`src/rtl/lut_cfg_loader_pkg.sv`:
```
// Shared types and helpers for the 3D-LUT configuration loader.
// The optional checksum port is enabled by defining LUT_CFG_CHKSUM_EN.
package lut_cfg_pkg;

  typedef enum logic [1:0] {
    StIdle  = 2'd0,
    StLoad  = 2'd1,
    StFlush = 2'd2
  } state_e;

  localparam logic [1:0] CH_R = 2'd0;
  localparam logic [1:0] CH_G = 2'd1;
  localparam logic [1:0] CH_B = 2'd2;

  function automatic int unsigned n_entry(input int unsigned gs);
    return gs * gs * gs;
  endfunction

endpackage

```
`src/rtl/lut_cfg_loader_if.sv`:
```
// Host sample stream (s_*) and downstream cfg stream (cfg_*) of the LUT loader.
// master = host / sink side, slave = the loader itself.
interface lut_cfg_loader_if #(
  parameter int unsigned LUT_CD = 10
);
  logic [LUT_CD-1:0]   s_data;
  logic                s_valid;
  logic                s_last;
  logic                s_ready;
  logic [3*LUT_CD-1:0] cfg_data;
  logic                cfg_valid;
  logic                cfg_last;

  modport master (
    output s_data, s_valid, s_last,
    input  s_ready, cfg_data, cfg_valid, cfg_last
  );

  modport slave (
    input  s_data, s_valid, s_last,
    output s_ready, cfg_data, cfg_valid, cfg_last
  );
endinterface

```
`src/rtl/lut_cfg_loader_pack.sv`:
```
// Channel counter plus R/G holding registers; presents the packed {B,G,R} entry
// combinationally alongside a strobe on the accepted B sample.
module lut_cfg_pack
  import lut_cfg_pkg::*;
#(
  parameter int unsigned LUT_CD = 10
) (
  input  logic                clk,
  input  logic                rst,
  input  logic                i_clear,
  input  logic                i_accept,
  input  logic [LUT_CD-1:0]   i_data,
  output logic [3*LUT_CD-1:0] o_entry,
  output logic                o_entry_done
);

  logic [1:0]        r_ch;
  logic [LUT_CD-1:0] r_r;
  logic [LUT_CD-1:0] r_g;

  // Clear wins over accept so an aborted partial entry is dropped.
  always_ff @(posedge clk or posedge rst) begin
    if (rst) begin
      r_ch <= CH_R;
      r_r  <= '0;
      r_g  <= '0;
    end else if (i_clear) begin
      r_ch <= CH_R;
      r_r  <= '0;
      r_g  <= '0;
    end else if (i_accept) begin
      unique case (r_ch)
        CH_R: begin
          r_r  <= i_data;
          r_ch <= CH_G;
        end
        CH_G: begin
          r_g  <= i_data;
          r_ch <= CH_B;
        end
        default: r_ch <= CH_R;
      endcase
    end
  end

  assign o_entry_done = i_accept && (r_ch == CH_B);
  assign o_entry      = {i_data, r_g, r_r};

endmodule

```
`src/rtl/lut_cfg_loader.sv`:
```
// 3D-LUT cfg stream source: packs host samples into {B,G,R} entries and always
// completes a full GS^3 sweep, zero-padding on abort. Optional: LUT_CFG_CHKSUM_EN.
module lut_cfg_loader
  import lut_cfg_pkg::*;
#(
  parameter int unsigned GS     = 33,
  parameter int unsigned LUT_CD = 10
) (
  input  logic              clk,
  input  logic              rst,
  input  logic              i_start,
  lut_cfg_loader_if.slave   bus,
  output logic              o_busy,
  output logic              o_done,
  output logic              o_err
`ifdef LUT_CFG_CHKSUM_EN
  ,
  output logic [15:0]       o_chksum
`endif
);

  localparam int unsigned N_ENTRY = n_entry(GS);
  localparam int unsigned CNT_W   = $clog2(N_ENTRY);
  localparam logic [CNT_W-1:0] LAST_IDX = CNT_W'(N_ENTRY - 1);

  state_e              r_state, w_state_d;
  logic [CNT_W-1:0]    r_cnt, w_cnt_d;
  logic                r_cfg_valid, w_cfg_valid_d;
  logic                r_cfg_last, w_cfg_last_d;
  logic [3*LUT_CD-1:0] r_cfg_data, w_cfg_data_d;
  logic                r_done, w_done_d;
  logic                r_err, w_err_d;

  logic                w_ready;
  logic                w_accept;
  logic                w_clear;
  logic                w_at_last;
  logic                w_entry_done;
  logic [3*LUT_CD-1:0] w_entry;

  assign w_ready   = (r_state == StLoad);
  assign w_accept  = bus.s_valid && w_ready;
  assign w_at_last = (r_cnt == LAST_IDX);

  lut_cfg_pack #(
    .LUT_CD (LUT_CD)
  ) u_pack (
    .clk          (clk),
    .rst          (rst),
    .i_clear      (w_clear),
    .i_accept     (w_accept),
    .i_data       (bus.s_data),
    .o_entry      (w_entry),
    .o_entry_done (w_entry_done)
  );

  always_comb begin
    w_state_d     = r_state;
    w_cnt_d       = r_cnt;
    w_cfg_valid_d = 1'b0;
    w_cfg_last_d  = 1'b0;
    w_cfg_data_d  = '0;
    w_done_d      = 1'b0;
    w_err_d       = r_err;
    w_clear       = 1'b0;

    unique case (r_state)
      StIdle: begin
        if (i_start) begin
          w_state_d = StLoad;
          w_cnt_d   = '0;
          w_err_d   = 1'b0;
          w_clear   = 1'b1;
        end
      end

      StLoad: begin
        if (w_accept) begin
          if (w_entry_done) begin
            w_cfg_valid_d = 1'b1;
            w_cfg_data_d  = w_entry;
            w_cfg_last_d  = w_at_last;
            w_cnt_d       = r_cnt + 1'b1;
            if (w_at_last) begin
              w_done_d  = 1'b1;
              w_state_d = StIdle;
              if (!bus.s_last) w_err_d = 1'b1;
            end else if (bus.s_last) begin
              w_err_d   = 1'b1;
              w_state_d = StFlush;
            end
          end else if (bus.s_last) begin
            // Early last on R or G: drop the half-built entry and pad the rest.
            w_err_d   = 1'b1;
            w_clear   = 1'b1;
            w_state_d = StFlush;
          end
        end
      end

      StFlush: begin
        w_cfg_valid_d = 1'b1;
        w_cfg_last_d  = w_at_last;
        w_cnt_d       = r_cnt + 1'b1;
        if (w_at_last) begin
          w_done_d  = 1'b1;
          w_state_d = StIdle;
        end
      end

      default: w_state_d = StIdle;
    endcase
  end

  always_ff @(posedge clk or posedge rst) begin
    if (rst) begin
      r_state     <= StIdle;
      r_cnt       <= '0;
      r_cfg_valid <= 1'b0;
      r_cfg_last  <= 1'b0;
      r_cfg_data  <= '0;
      r_done      <= 1'b0;
      r_err       <= 1'b0;
    end else begin
      r_state     <= w_state_d;
      r_cnt       <= w_cnt_d;
      r_cfg_valid <= w_cfg_valid_d;
      r_cfg_last  <= w_cfg_last_d;
      r_cfg_data  <= w_cfg_data_d;
      r_done      <= w_done_d;
      r_err       <= w_err_d;
    end
  end

`ifdef LUT_CFG_CHKSUM_EN
  logic [15:0] r_chksum;

  always_ff @(posedge clk or posedge rst) begin
    if (rst) begin
      r_chksum <= '0;
    end else if ((r_state == StIdle) && i_start) begin
      r_chksum <= '0;
    end else if (w_accept) begin
      r_chksum <= r_chksum + 16'(bus.s_data);
    end
  end

  assign o_chksum = r_chksum;
`endif

  assign bus.s_ready   = w_ready;
  assign bus.cfg_valid = r_cfg_valid;
  assign bus.cfg_last  = r_cfg_last;
  assign bus.cfg_data  = r_cfg_data;
  assign o_busy        = (r_state != StIdle);
  assign o_done        = r_done;
  assign o_err         = r_err;

endmodule

```
`src/flat_wrapper.sv`:
```
// flat-port wrapper written by rule: the top's interface ports become plain ports
module lut_cfg_loader_flat import lut_cfg_pkg::*;
#(
  parameter int unsigned GS     = 33,
  parameter int unsigned LUT_CD = 10
)
  (clk, rst, i_start, o_busy, o_done, o_err, bus_s_data, bus_s_valid, bus_s_last, bus_s_ready, bus_cfg_data, bus_cfg_valid, bus_cfg_last);
  lut_cfg_loader_if #(.LUT_CD(LUT_CD)) bus_i ();
  input  logic clk;
  input  logic rst;
  input  logic i_start;
  output logic o_busy;
  output logic o_done;
  output logic o_err;
  input wire logic [$bits(bus_i.s_data)-1:0] bus_s_data;
  input wire logic [$bits(bus_i.s_valid)-1:0] bus_s_valid;
  input wire logic [$bits(bus_i.s_last)-1:0] bus_s_last;
  output wire logic [$bits(bus_i.s_ready)-1:0] bus_s_ready;
  output wire logic [$bits(bus_i.cfg_data)-1:0] bus_cfg_data;
  output wire logic [$bits(bus_i.cfg_valid)-1:0] bus_cfg_valid;
  output wire logic [$bits(bus_i.cfg_last)-1:0] bus_cfg_last;
  assign bus_i.s_data = bus_s_data;
  assign bus_i.s_valid = bus_s_valid;
  assign bus_i.s_last = bus_s_last;
  assign bus_s_ready = bus_i.s_ready;
  assign bus_cfg_data = bus_i.cfg_data;
  assign bus_cfg_valid = bus_i.cfg_valid;
  assign bus_cfg_last = bus_i.cfg_last;
  lut_cfg_loader #(.GS(GS), .LUT_CD(LUT_CD)) u_core (.clk(clk), .rst(rst), .i_start(i_start), .bus(bus_i), .o_busy(o_busy), .o_done(o_done), .o_err(o_err));
endmodule
```
`config.mk`:
```
export PLATFORM = sky130hd
export DESIGN_NAME = lut_cfg_loader_flat
export DESIGN_NICKNAME = d
export VERILOG_FILES = /design/src/rtl/lut_cfg_loader_pkg.sv /design/src/rtl/lut_cfg_loader_if.sv /design/src/rtl/lut_cfg_loader_pack.sv /design/src/rtl/lut_cfg_loader.sv /design/src/flat_wrapper.sv
export SDC_FILE = /design/constraint.sdc
export NUM_CORES = 1
export LEC_CHECK = 0
export ABC_AREA = 1
export CORE_AREA = 2 2 88 90
export DETAILED_ROUTE_END_ITERATION = 6
export DIE_AREA = 0 0 90 92
export PLACE_DENSITY = 0.71
export SYNTH_ARGS = -nofsm -noshare
export SYNTH_HDL_FRONTEND = slang
export SYNTH_HIERARCHICAL = 1
export SYNTH_SLANG_ARGS = --single-unit
```
`constraint.sdc`:
```
create_clock -name clk -period 2.3 [get_ports clk]
set_clock_uncertainty 0.1 [all_clocks]
set_input_delay 0.46 -clock clk [delete_from_list [all_inputs] [get_ports clk]]
set_output_delay 0.46 -clock clk [all_outputs]
set_load 0.02 [all_outputs]
```
# Word level (Yosys, flattened, before mapping)
# Index checks and enable logic that the tools add are counted.
# Widths: inputs -> output; s select.
# classes
n_addsub	1
mul	0
n_div	0
n_lt_le_gt_ge	0
eq_ne	10
shifts	0
muxes	45
n_bitwise	0
reduce_logical	15
# op_table
op	count
$mux 30	3
$mux 10	6
$mux 16	3
$pmux 16 s3	1
$mux 1	17
$add 16x1->16 const B	1
$eq 16x16->1 const B	1
$mux 2	8
$pmux 1 s2	5
$reduce_bool 2->1	5
$reduce_and 4->1	2
$ne 2x2->1 const B	3
$pmux 2 s3	1
$eq 2x1->1 const B	2
$eq 2x2->1 const B	2
$logic_not 2->1	2
$ne 4x4->1 const B	1
$pmux 2 s2	1
$reduce_and 2->1	2
$reduce_and 3->1	1
$reduce_bool 3->1	1
$logic_and 1x1->1	2
$ne 2x1->1 const B	1
# word_totals
ff_bits	74
latchBits	0
ram_bits	0
romBits	0
out_inout_bits	36
mem_count	0

# Longest topological paths before layout
# depth
ltp_word	8
mapped_depth	15

# Cells and area by module
# Netlist, hierarchy kept.
# by_module_without_submodules
module	n_inst	cells_per_inst	area_each_um2
lut_cfg_loader	1	301	2444.8
lut_cfg_pack	1	132	1054.8

# Worst setup path after synthesis
# No wires, ideal clock.
# synth_path
kind	reg2reg
startpoint	register u_core.r_state[1]
endpoint	register u_core.u_pack.r_r[0]
arrival_ns	2.312
required_ns	2.134
slack_ns	-0.178
path_stages_with_launch	14
path_buffers	2
cell_sequence	dfrtp_1 > inv_1 > ha_1 > nand2_1 > inv_1 > inv_1 > nor3_1 > buf_4 > inv_2 > a32o_1 > inv_1 > clkbuf_1 > nand3_1 > nand2_1
# synth_via
elab_chain_cells	8
word_cells_on_any_way	11
# synth_rtl
item	line_no	source
start: declaration	lut_cfg_loader.sv:26	state_e r_state, w_state_d;
start signal: assignment	lut_cfg_loader.sv:117	r_state <= StIdle;
start signal: assignment	lut_cfg_loader.sv:125	r_state <= w_state_d;
$eq 2x1->1 *	lut_cfg_loader.sv:41	assign w_ready = (r_state == StLoad);
net bus_s_ready	flat_wrapper.sv:18	output wire logic [$bits(bus_i.s_ready)-1:0] bus_s_ready;
$logic_and 1x1->1 *	lut_cfg_loader.sv:42	assign w_accept = bus.s_valid && w_ready;
net u_core.w_accept	lut_cfg_loader.sv:35	logic w_accept;
$logic_and 1x1->1 *	lut_cfg_loader_pack.sv:46	assign o_entry_done = i_accept && (r_ch == CH_B);
net u_core.w_entry_done	lut_cfg_loader.sv:38	logic w_entry_done;
$mux 1 *	lut_cfg_loader.sv:79	if (w_entry_done) begin
$mux 1 *	lut_cfg_loader.sv:78	if (w_accept) begin
$pmux 1 s2 *	lut_cfg_loader.sv:67	unique case (r_state)
net u_core.w_clear	lut_cfg_loader.sv:36	logic w_clear;
$reduce_bool 2->1 (no line)	-	
$reduce_and 2->1 (no line)	-	
end signal: assignment	lut_cfg_loader_pack.sv:34	r_r <= i_data;
end: declaration	lut_cfg_loader_pack.sv:18	logic [LUT_CD-1:0] r_r;
# Mark *: on every way through the listed nets, which the timed path passes. The rest lies on a longest branch.
# A chain may end at the register's enable or synchronous reset.

# Worst setup path after layout
# layout_path
startpoint	register u_core.r_state[0]
endpoint	output port o_busy
# layout_via
elab_chain_cells	1
# layout_rtl
item	line_no	source
$reduce_bool 2->1	lut_cfg_loader.sv:155	assign o_busy = (r_state != StIdle);
end: declaration	flat_wrapper.sv:12	output logic o_busy;
# No other way between the ends.

==> results.tsv <==
stage	metric	value	unit
outcome	status	finished, final reports clean	
clocking	Clock Sink Count	73	
floorplanning	I/O pins	51	
critical_path	sort of element at the start of the critical path	flip-flop	
sta	slew of the pin with the lowest slew margin	0.476	ns
place	post-placement setup slack	-0.102	ns
clocking	Clock Pin Slew Worst Setup and Hold Paths	0.08	ns
grt	first-pass GRT wire length	13400	um
clocking	Inserted Clock Buffers	9	
route	Starting DRT DRC Count	230	
final_layout	final cell count without fillers	590	
pwr	LEAKAGE	0.00209	uW
route	routed wirelength normalized by instance count	13.0	um
floorplanning	Initial Util	47.0	%
clocking	number of buffers on the longest clock path	2	
route	DRT Pass-1 Iters	5	
critical_path	startpoint of the lowest-slack register-to-register path	u_core/r_state[1]$_DFFE_PP0P_	
min_path	kind of path behind the tightest hold check	in -> async	
critical_path	R2R depth	12	
critical_path	Crit path largest cell delay	0.46	ns
synth	mean post-synth cell area	8.08	um2
sta	max-slew violation count	0	
route	via total after detailed routing	2950	
critical_path	Worst EP required	1.74	ns
synth	count of yosys warnings during synthesis	6	
sta	Slew headroom	68.2	%
grt	number of antenna violations at the first check in global routing	0	
critical_path	most used cell along the critical path	sky130_fd_sc_hd__inv_1	
synth	number of enable flip-flop cells after synthesis	0	
route	via/cell ratio	5.00	
place	IO buf count	50	
route	final antenna-violating net count	0	
critical_path	CP top delay family	buffers and inverters	
pwr	power per cell area	540	nW/um2
sta	top achievable clock speed	457	MHz
place	GPL Wtd Cong	0.855	
clocking	clock tree from TritonCTS	built	
sta	minimum clock period	2.19	ns
critical_path	cells along the critical path	inv_1, ha_1, inv_1, dlygate4sd2_1	
grt	via count of the first global-routing pass	2980	
floorplanning	floorplan row count	32	
final_layout	Layout area overhead	24.2	%
grt	pin count of the biggest net entering global routing	34	
critical_path	Crit Reg-Reg Endpoint	u_core/u_pack/r_r[7]$_DFFE_PP0P_	
clocking	root buffer selected by CTS	sky130_fd_sc_hd__clkbuf_8	
sta	fin crit share	95.1	%
synth	Post-Synthesis Net Count	454	
synth	Yosys top cell by area	sky130_fd_sc_hd__dfrtp_1	
synth	commonest register cell after synthesis	sky130_fd_sc_hd__dfrtp_1	
place	detailed placement HPWL	5580	um
place	placed cells	574	
synth	share of the synthesized area in the top cell type	52.2	%
synth	summed instance area of the synthesized netlist	3500	um2
synth	Gate Count Post-Synth	433	
synth	most common library cells after synthesis	102 x sky130_fd_sc_hd__nand2_1, 73 x sky130_fd_sc_hd__dfrtp_1, 68 x sky130_fd_sc_hd__nor2_1	
floorplanning	die span in x	90	um
floorplanning	core area	7450	um2
clocking	depth of the CTS H-tree	3	
grt	grt ovf	0	
critical_path	endpoint arrival time on the critical path	1.63	ns
route	Total Routed Length	7640	um
floorplanning	overall die area	8280	um2
synth	Seq/Total Area, Yosys	52.2	%
final_layout	final standard cell utilization of the core	58.4	%
grt	Tot GR Track Use	20.1	%
critical_path	largest fanout of any net on the critical path	4	
synth	number of flip-flops and latches in the synthesized netlist	73	
critical_path	buffers and inverters on the worst path	3	
route	post-detailed-route DRC marker count	0	
sta	setup slack after layout	0.112	ns
floorplanning	height of the die	92	um
synth	proportion of register bits with asynchronous set or reset after synthesis	100	%
critical_path	type of element capturing the critical path	output pin	
job	max-cap check violation count	0	
critical_path	crit path max-delay cell type	sky130_fd_sc_hd__dfrtp_1	
final_layout	diodes inserted	0	
sta	final setup vio count	0	
sta	final hold violation count	0	
pwr	worst voltage drop across the vdd grid	0.288	mV
clocking	count of hold-fix buffers inserted at cts	0	
critical_path	worst setup path category	reg -> out	
synth	post-synth cell types	28	
final_layout	final net count	504	
sta	setup tns final	0	ns
critical_path	setup slack of the most critical reg-to-reg path	0.14	ns
synth	top cells by area, synth	sky130_fd_sc_hd__dfrtp_1 52%, sky130_fd_sc_hd__nand2_1 11%, sky130_fd_sc_hd__nand3_1 7.6%, sky130_fd_sc_hd__nor2_1 7.3%, sky130_fd_sc_hd__inv_1 4.9%	
synth	most common cell in the synthesized netlist	sky130_fd_sc_hd__nand2_1	
clocking	later-pin clock latency in the skew report	0.34	ns
final_layout	fraction of final layout cells with drive strength greater than 1	10.5	%
sta	unrepaired setup endpoints after global routing	false	
[per-stage QoR]
step                      hold WS, ns  area, um2  power, uW
after floorplan                 0.349       3510       1350
after global placement          0.389       4140       1380
after detailed placement        0.390       4140       1380
after CTS                       0.385       4340       2370
after global routing            0.414       4350       2440
final                           0.372       4350       2350
[cell usage in the layout (no fill, tap or decap), drive strengths merged, types with 2 or more instances in the layout]
cell type	n
nand2	107
nand4	7
inv	52
nor2	70
a21oi	7
nand3	53
o21ai	12
dfrtp	73
ha	6
buf	15
clkbuf	9
clkdlybuf4s50	48
o21bai	2
nor3	10
clkinv	7
nor3b	2
[metal layers]
layer	up-vias	global-route usage [%]	wire [um]
met5	-	0	0
met4	0	9.10	140
met3	16	5.09	419
met2	77	32.0	3590
met1	1402	26.2	3490
li1	1455	-	-
[report_power, final]
group | switching [uW] | internal, uW
Sequential | 0 | 1280
Combinational | 43.5 | 30.5
Clock | 492 | 500
Total | 536 | 1810
[worst max-delay path by stage]
stage                                             to  slack, ns  cells after the start                           from
global route                                  o_busy       0.03                      4  u_core/r_state[0]$_DFFE_PP0P_
floorplan           u_core/u_pack/r_r[0]$_DFFE_PP0P_       0.09                     13  u_core/r_state[1]$_DFFE_PP0P_
finish                                        o_busy       0.11                      4  u_core/r_state[0]$_DFFE_PP0P_
detailed placement  u_core/u_pack/r_r[1]$_DFFE_PP0P_      -0.10                     11                    bus_s_valid
global placement    u_core/u_pack/r_r[1]$_DFFE_PP0P_      -0.07                     11                    bus_s_valid
CTS                                      bus_s_ready      0.005                      3  u_core/r_state[1]$_DFFE_PP0P_
[cell type report]
| cell class | count | area (um2) |
|---|---|---|
| clock inverter | 7 | 71.3 |
| tap | 102 | 128 |
| multi-input combinational | 281 | 1350 |
| fill | 695 | 3100 |
| clock buffer | 9 | 124 |
| inverter | 53 | 199 |
| sequential | 73 | 1830 |
| timing repair buffer | 65 | 652 |
[worst reg2reg max path, stage by stage (launching register included)]
cell                      delay (ns)
sky130_fd_sc_hd__dfrtp_1        0.42
sky130_fd_sc_hd__inv_2          0.10
sky130_fd_sc_hd__ha_4           0.18
sky130_fd_sc_hd__nand2_1        0.08
sky130_fd_sc_hd__inv_1          0.07
sky130_fd_sc_hd__inv_1          0.07
sky130_fd_sc_hd__nor3_4         0.14
sky130_fd_sc_hd__inv_2          0.07
sky130_fd_sc_hd__a32o_1         0.32
sky130_fd_sc_hd__buf_12         0.17
sky130_fd_sc_hd__nor2_1         0.17
sky130_fd_sc_hd__nand3_1        0.11
sky130_fd_sc_hd__nand2_1        0.10
[logic make-up after synthesis]
kind of cell	after synthesis	share of synthesized area [%]
flip-flops	73	52.2
buffers and inverters	79	10.1
adder cells (fa/ha/maj)	6	2.15
AND/OR/NAND/NOR	251	31.2
XOR/XNOR	1	0.250
AO/OA/AOI/OAI	23	4.11
[registers in the layout (all words and copies together), names as in the netlist]
signal,flops
u_core/u_pack/r_g,10
u_core/u_pack/r_r,10
u_core/r_state,2
u_core/o_err,1
u_core/bus.cfg_valid,1
u_core/u_pack/r_ch,2
u_core/r_cnt,16
u_core/bus.cfg_last,1
u_core/bus.cfg_data,30
[timing repair]
item | 4_1_cts | 5_1_grt
resized for setup | 1 | 4
buffers inserted | 0 | 0
setup endpoints to repair | 1 | 17
(Power assumes the default switching activity.)
